**src/rtl/xbar_cfg.sv**
```systemverilog
// Config-loadable crossbar: word-serial shadow load, atomic commit, registered outputs.
// Optional selector readback port enabled by defining XBAR_CFG_READBACK_EN.
module xbar_cfg #(
  parameter int unsigned N_IN  = 21,
  parameter int unsigned N_OUT = 24,
  parameter int unsigned SEL_W = 5,
  parameter int unsigned CFG_W = 8
) (
  input  logic               clk,
  input  logic               reset,
  input  logic [N_IN-1:0]    io_xbar_in,
  output logic [N_OUT-1:0]   io_xbar_out,
  input  logic               io_cfg_valid,
  output logic               io_cfg_ready,
  input  logic [CFG_W-1:0]   io_cfg_data,
  input  logic               io_cfg_commit,
  input  logic               io_cfg_abort,
  output logic               io_cfg_full,
  output logic               io_cfg_err
`ifdef XBAR_CFG_READBACK_EN
  ,
  input  logic [((N_OUT > 1) ? $clog2(N_OUT) : 1)-1:0] io_rd_idx,
  output logic [SEL_W-1:0]   io_rd_sel
`endif
);

  localparam int unsigned TOTAL    = N_OUT * SEL_W;
  localparam int unsigned NWORDS   = (TOTAL + CFG_W - 1) / CFG_W;
  localparam int unsigned SHADOW_W = NWORDS * CFG_W;
  localparam int unsigned CNT_W    = $clog2(NWORDS + 1);
  localparam int unsigned SEL_N    = 2 ** SEL_W;

  localparam logic ST_LOAD = 1'b0;
  localparam logic ST_FULL = 1'b1;

  logic                state_q,  state_d;
  logic [CNT_W-1:0]    cnt_q,    cnt_d;
  logic [SHADOW_W-1:0] shadow_q, shadow_d;
  logic [TOTAL-1:0]    active_q, active_d;
  logic                err_q,    err_d;
  logic [N_OUT-1:0]    out_q,    out_d;
  logic                accept_c;
  logic [SEL_N-1:0]    in_ext_c;

  assign io_cfg_ready = (state_q == ST_LOAD) && reset;
  assign accept_c     = io_cfg_valid && io_cfg_ready;

  // Config FSM: abort wins; commit acts on the pre-edge state; words shift in from the top.
  always_comb begin
    state_d  = state_q;
    cnt_d    = cnt_q;
    shadow_d = shadow_q;
    active_d = active_q;
    err_d    = err_q;
    if (io_cfg_abort) begin
      cnt_d   = '0;
      state_d = ST_LOAD;
      err_d   = 1'b0;
    end else begin
      if (io_cfg_commit) begin
        if (state_q == ST_FULL) begin
          active_d = shadow_q[TOTAL-1:0];
          cnt_d    = '0;
          state_d  = ST_LOAD;
        end else begin
          err_d = 1'b1;
        end
      end
      if (accept_c) begin
        shadow_d = SHADOW_W'({io_cfg_data, shadow_q} >> CFG_W);
        cnt_d    = cnt_q + CNT_W'(1);
        if (cnt_q == CNT_W'(NWORDS - 1)) begin
          state_d = ST_FULL;
        end
      end
    end
  end

  // Inputs zero-extended to the full selector range so out-of-range selectors read 0.
  always_comb begin
    in_ext_c = '0;
    in_ext_c[N_IN-1:0] = io_xbar_in;
    out_d = '0;
    for (int k = 0; k < int'(N_OUT); k++) begin
      out_d[k] = in_ext_c[active_q[k*SEL_W +: SEL_W]];
    end
  end

  always_ff @(posedge clk or negedge reset) begin
    if (!reset) begin
      state_q  <= ST_LOAD;
      cnt_q    <= '0;
      shadow_q <= '0;
      active_q <= '0;
      err_q    <= 1'b0;
      out_q    <= '0;
    end else begin
      state_q  <= state_d;
      cnt_q    <= cnt_d;
      shadow_q <= shadow_d;
      active_q <= active_d;
      err_q    <= err_d;
      out_q    <= out_d;
    end
  end

  assign io_xbar_out = out_q;
  assign io_cfg_full = (state_q == ST_FULL);
  assign io_cfg_err  = err_q;

`ifdef XBAR_CFG_READBACK_EN
  localparam int unsigned IDX_W = (N_OUT > 1) ? $clog2(N_OUT) : 1;

  logic [SEL_W-1:0] rd_tab [2**IDX_W];
  logic [SEL_W-1:0] rd_sel_q, rd_sel_d;

  // Table padded to the full index range; indices past N_OUT read 0.
  for (genvar g = 0; g < int'(2**IDX_W); g++) begin : g_rd_tab
    if (g < int'(N_OUT)) begin : g_used
      assign rd_tab[g] = active_q[g*SEL_W +: SEL_W];
    end else begin : g_pad
      assign rd_tab[g] = '0;
    end
  end

  assign rd_sel_d = rd_tab[io_rd_idx];

  always_ff @(posedge clk or negedge reset) begin
    if (!reset) begin
      rd_sel_q <= '0;
    end else begin
      rd_sel_q <= rd_sel_d;
    end
  end

  assign io_rd_sel = rd_sel_q;
`endif

endmodule

```
**config.mk**
```make
export PLATFORM = sky130hd
export DESIGN_NAME = xbar_cfg
export DESIGN_NICKNAME = d
export VERILOG_FILES = /design/src/rtl/xbar_cfg.sv
export SDC_FILE = /design/constraint.sdc
export NUM_CORES = 1
export LEC_CHECK = 0
export ABC_AREA = 1
export BUFFER_PORTS_ARGS = -buffer_cell sky130_fd_sc_hd__buf_2
export CAP_MARGIN = 0
export CORE_MARGIN = 3
export CORE_UTILIZATION = 45
export CTS_CLUSTER_DIAMETER = 100
export DETAILED_ROUTE_END_ITERATION = 10
export GPL_ROUTABILITY_DRIVEN = 0
export PLACE_DENSITY = 0.67
export SLEW_MARGIN = 20
export SYNTH_ARGS = -nofsm -noshare
export SYNTH_HDL_FRONTEND = slang
export SYNTH_SLANG_ARGS = --single-unit
export TNS_END_PERCENT = 5
```
**constraint.sdc**
```tcl
create_clock -name clk -period 2.2 [get_ports clk]
set_input_delay 0.22 -clock clk [delete_from_list [all_inputs] [get_ports clk]]
set_output_delay 0.22 -clock clk [all_outputs]
set_load 0.02 [all_outputs]
```
Word level (Yosys, flattened, before mapping)
Index checks and enable logic that the tools add are counted.
- bits in registers: 270
- latch bits: 0
- bits in writable memories: 0
- memory bits (read-only): 0
- input port bits: 34
- output and inout port bits: 27
- memories kept: 0
- $add $sub $neg: 1
- multiply operators: 0
- divide/modulo/power cells: 0
- order comparisons: 24
- eq/ne operators: 2
- shift operators: 0
- mux-type cells: 59
- bitwise operators: 2
- reductions and logical operators: 9
- operator list (cell ; number):
    less-than comparator 5 x 6 -> 1 bit, second input constant ; 24
    binary-select mux 1 bit (select 5 bit) ; 24
    two-way mux 1 bit ; 31
    two-way mux 4 bit ; 4
    AND reduction 2 bit ; 3
    nonzero test 3 bit ; 2
    adder 4 x 1 -> 4 bit, second input constant ; 1
    == test 4 bit, second input constant ; 1
    AND reduction 3 bit ; 1
    logical AND 1 bit ; 2
    != test 2 bit, second input constant ; 1
    NOT 1 bit ; 2
    nonzero test 2 bit ; 1

Logic depth before layout (Yosys ltp)
- word-level depth: 5
- depth in mapped cells: 9
- gate-level depth less buffers: 8

Worst setup path before layout
No wires, ideal clock.
- path kind: register to register
- start point: reg state_q, in the netlist io_cfg_full
- end point: reg shadow_q[100]
- setup time: 0.130 ns
- data arrival time: 1.356 ns
- required time: 2.070 ns
- setup slack: 0.713 ns
- cell stages (with the launch flop): 6
- cell sequence: dfrtp_1 nor2_4 nand2_4 nor2_8 clkbuf_1 o21ai_1
- word-level cells in the longest chain between the ends: 4
- ends and longest elaborated chain (what ; RTL line ; RTL):
    start: declaration ; 36 ; logic state_q, state_d;
    start signal: assignment ; 98 ; state_q <= state_d;
    NOT 1 bit ; 45 ; assign io_cfg_ready = (state_q == ST_LOAD) && reset;
    logical AND 1 bit ; 45 ;
    net io_cfg_ready ; 14 ; output logic io_cfg_ready,
    logical AND 1 bit ; 46 ; assign accept_c = io_cfg_valid && io_cfg_ready;
    AND reduction 2 bit (no source line) ; n/a ;
    end signal: assignment ; 100 ; shadow_q <= shadow_d;
    end: declaration ; 38 ; logic [SHADOW_W-1:0] shadow_q, shadow_d;
The timed path passes the listed nets, and every way through them passes these cells.
A chain may end at the register's enable or synchronous reset.

Worst setup path in the final report
- start point: reg state_q, in the netlist io_cfg_full
- end point: reg shadow_q[66]
- word-level cells in the longest chain between the ends: 4
- ends and longest elaborated chain (what ; RTL line):
    NOT 1 bit ; 45
    logical AND 1 bit ; 45
    logical AND 1 bit ; 46
    AND reduction 2 bit (no source line) ; n/a
Every way passes these cells.

==> results_dict.tcl <==
set metrics [dict create \
    detail_route.iter0.violations 1459 \
    grt_max_degree 142 \
    crit_path_start_kind "flop" \
    setup_viol 0 \
    rows 67 \
    synth_warnings 0 \
    via_per_inst 5.36 \
    r2r_cells 5 \
    crit_end "shadow_q[66]$_DFFE_PN0P_" \
    htreeDepth 1 \
    crit_type "reg -> reg" \
    wirelength_um 44400 \
    synth_nets 2248 \
    insertion_delay_ns 0.56 \
    netlist_instances 2212 \
    ant_nets 0 \
    clkSinkCount 270 \
    grt_pass1_vias 13500 \
    antenna_found_initial 0 \
    cts_tree "yes" \
    crit_slowest_cell "dfrtp_1" \
    drv_slew 0 \
    timing.rr.end "shadow_q[66]$_DFFE_PN0P_" \
    path_clk_slew_ns 0.06 \
    slew-limit-headroom 0.476 \
    overflow 0 \
    die_area_um2 36400 \
    grt_pass1_wl_um 71900 \
    numCtsBuffers 30 \
    hold_violations 0 \
    cpPeakStageDelay_ns 0.47 \
    drv_cap 0 \
    drcViolationCount 0 \
    start_util 0.457 \
    vias 14400 \
    path_cells "nor2_4 -> nand2_4 -> nor2_8 -> buf_12 -> o21ai_0" \
    max_freq_mhz 582 \
    cp_max_fo 69 \
    leakage_nw 8.24 \
    hold_class "in -> reg" \
    wl_per_cell_um 16.6 \
    setup-tns-final_ns 0 \
    portBuffers 60 \
    syn2layout_area_growth_pct 10.0 \
    required_ns 2.61 \
    core_um2 33600 \
    status "completed" \
    rsz0062_at_grt "false" \
    final_util 0.503 \
    syn_avg_cell_area_um2 6.95 \
    antenna_cells 0 \
    arrival_ns 2.13 \
    cts_resized 0 \
    clockBufferDepth 3 \
    grt_usage 0.247 \
    drt_pass1_iterations 6 \
    die_w_um 191 \
    fp.dieH_um 191 \
    peakVddDrop_mv 0.657 \
    yosysUniqueCellTypes 26 \
    nets 2244 \
    worst_pin_slew_ns 0.785 \
    p_per_area_nw_per_um2 775 \
    drive_gt1_frac 0.0654 \
    ys_ff_latch 270 \
    fin_skew_ns 0.0297 \
    synth.cell_area_um2 15400 \
    finalCritPeriodShare 0.781 \
    dp_hpwl_um 26200 \
    worstReg2RegStart "io_cfg_full$_DFF_PN0_" \
    clock-root-buffer "clkbuf_16" \
    cp-end-kind "flop" \
    cp-startpoint "io_cfg_full$_DFF_PN0_" \
    ys_seq_area_frac 0.440 \
    pin_count 61 \
    min_period_ns 1.72 \
    r2r_slack_ns 0.48 \
]
per-stage QoR:
stage | cell area (um2) | hold WS (ns) | instances | power (mW) | setup WS [ns]
2_1_floorplan | 15400 | -0.0756 | 2212 | 7.41 | 0.713
6_report | 16900 | 0.0672 | 2679 | 13.1 | 0.482
4_1_cts | 16900 | 0.0422 | 2679 | 13.2 | 0.496
3_3_place_gp | 15800 | 0.433 | 2611 | 8.17 | 0.608
3_5_place_dp | 15800 | 0.436 | 2611 | 8.23 | 0.524
5_1_grt | 16900 | 0.0944 | 2679 | 13.8 | 0.314
repair_timing:
item	in CTS	in global routing
endpoints found under the hold margin	282	0
buffers inserted	0	0
hold buffers	13	0
cell usage after synthesis:
master	n	area share
nand2_1	791	0.19
nand3_1	361	0.12
dfrtp_1	270	0.44
o21ai_0	265	0.086
inv_1	243	0.059
clkbuf_1	59	0.014
nor2_1	51	0.012
o21ai_1	48	0.016
buf_2	40	0.013
buf_6	26	0.019
nand3b_1	20	0.0098
buf_1	10	0.0024
a21oi_1	6	0.0020
buf_4	5	0.0024
clkbuf_8	3	0.0027
o211ai_1	3	0.0015
ha_1	2	0.0016
a21boi_0	1	0.00049
nand2_4	1	0.00073
nand3b_4	1	0.0013
nor2_4	1	0.00073
nor2_8	1	0.0013
o22a_1	1	0.00057
o31ai_1	1	0.00049
xnor2_1	1	0.00057
xor2_1	1	0.00057
flip-flops by register name (all words and copies together), names as in the netlist:
name / flops
active_q: 120
shadow_q: 120
io_xbar_out: 24
cnt_q: 4
io_cfg_err: 1
io_cfg_full: 1
layer usage:
layer,part of all wire,wire [um],vias up,GRT usage
met1,0.41,18300,6607,0.328
met2,0.46,20400,599,0.401
met5,0,0,-,0
met4,0.047,2090,0,0.105
li1,-,-,7023,-
met3,0.081,3590,142,0.0428
placed cells by master (no fill, tap or decap), drive strengths merged:
master | Yosys | final
nand3b | 21 | 21
o21ai | 313 | 313
nand3 | 361 | 361
o31ai | 1 | 1
clkinvlp | 0 | 1
o211ai | 3 | 3
nor2 | 53 | 53
bufinv | 0 | 1
o22a | 1 | 1
buf | 81 | 94
inv | 243 | 243
xnor2 | 1 | 1
dlygate4sd3 | 0 | 13
xor2 | 1 | 1
nand2 | 792 | 792
ha | 2 | 2
a21oi | 6 | 6
clkbuf | 62 | 45
clkinv | 0 | 8
a21boi | 1 | 1
dfrtp | 270 | 270
cell type report:
cell class                      instances  area, um2
Fill cell                            3284      16700
Multi-Input combinational cell       1556       6870
Sequential cell                       270       6760
Inverter                              243        912
Clock buffer                           45        898
Timing Repair Buffer                  107        833
Tap cell                              448        561
Clock inverter                         10       77.6
cell families after synthesis:
kind of cell | after synthesis | share of synthesized area
adder cells (fa/ha/maj) | 2 | 0.00163
flip-flops | 270 | 0.440
AND/OR/NAND/NOR | 1227 | 0.337
AO/OA/AOI/OAI | 325 | 0.107
buffers and inverters | 386 | 0.113
XOR/XNOR | 2 | 0.00114
worst max-delay path: cells and delay by family, from the launching register on:
kind	cells	cell delay, ns
AO/OA/AOI/OAI	1	0.14
buffers and inverters	1	0.30
AND/OR/NAND/NOR	3	0.60
flip-flops	1	0.47
power by group:
part | switching [mW] | total, mW | internal, mW
Clock | 2.00 | 4.92 | 2.92
Sequential | 0.474 | 6.05 | 5.58
Combinational | 1.43 | 2.13 | 0.699
Total | 3.90 | 13.1 | 9.20
how the worst min path moves through the flow:
stage | start | to | slack [ns] | cells after the start
final | io_xbar_in[8] | io_xbar_out[3]$_DFF_PN0_ | 0.07 | 5
after global routing | io_xbar_in[12] | io_xbar_out[3]$_DFF_PN0_ | 0.09 | 5
after CTS | io_xbar_in[12] | io_xbar_out[3]$_DFF_PN0_ | 0.04 | 5
after detailed placement | io_cfg_data[1] | shadow_q[113]$_DFFE_PN0P_ | 0.44 | 3
after global placement | io_cfg_data[7] | shadow_q[119]$_DFFE_PN0P_ | 0.43 | 3
after floorplan | reset | active_q[0]$_DFFE_PN0P_ | -0.08 | 0
No activity file was read; power rests on OpenSTA's default activity.
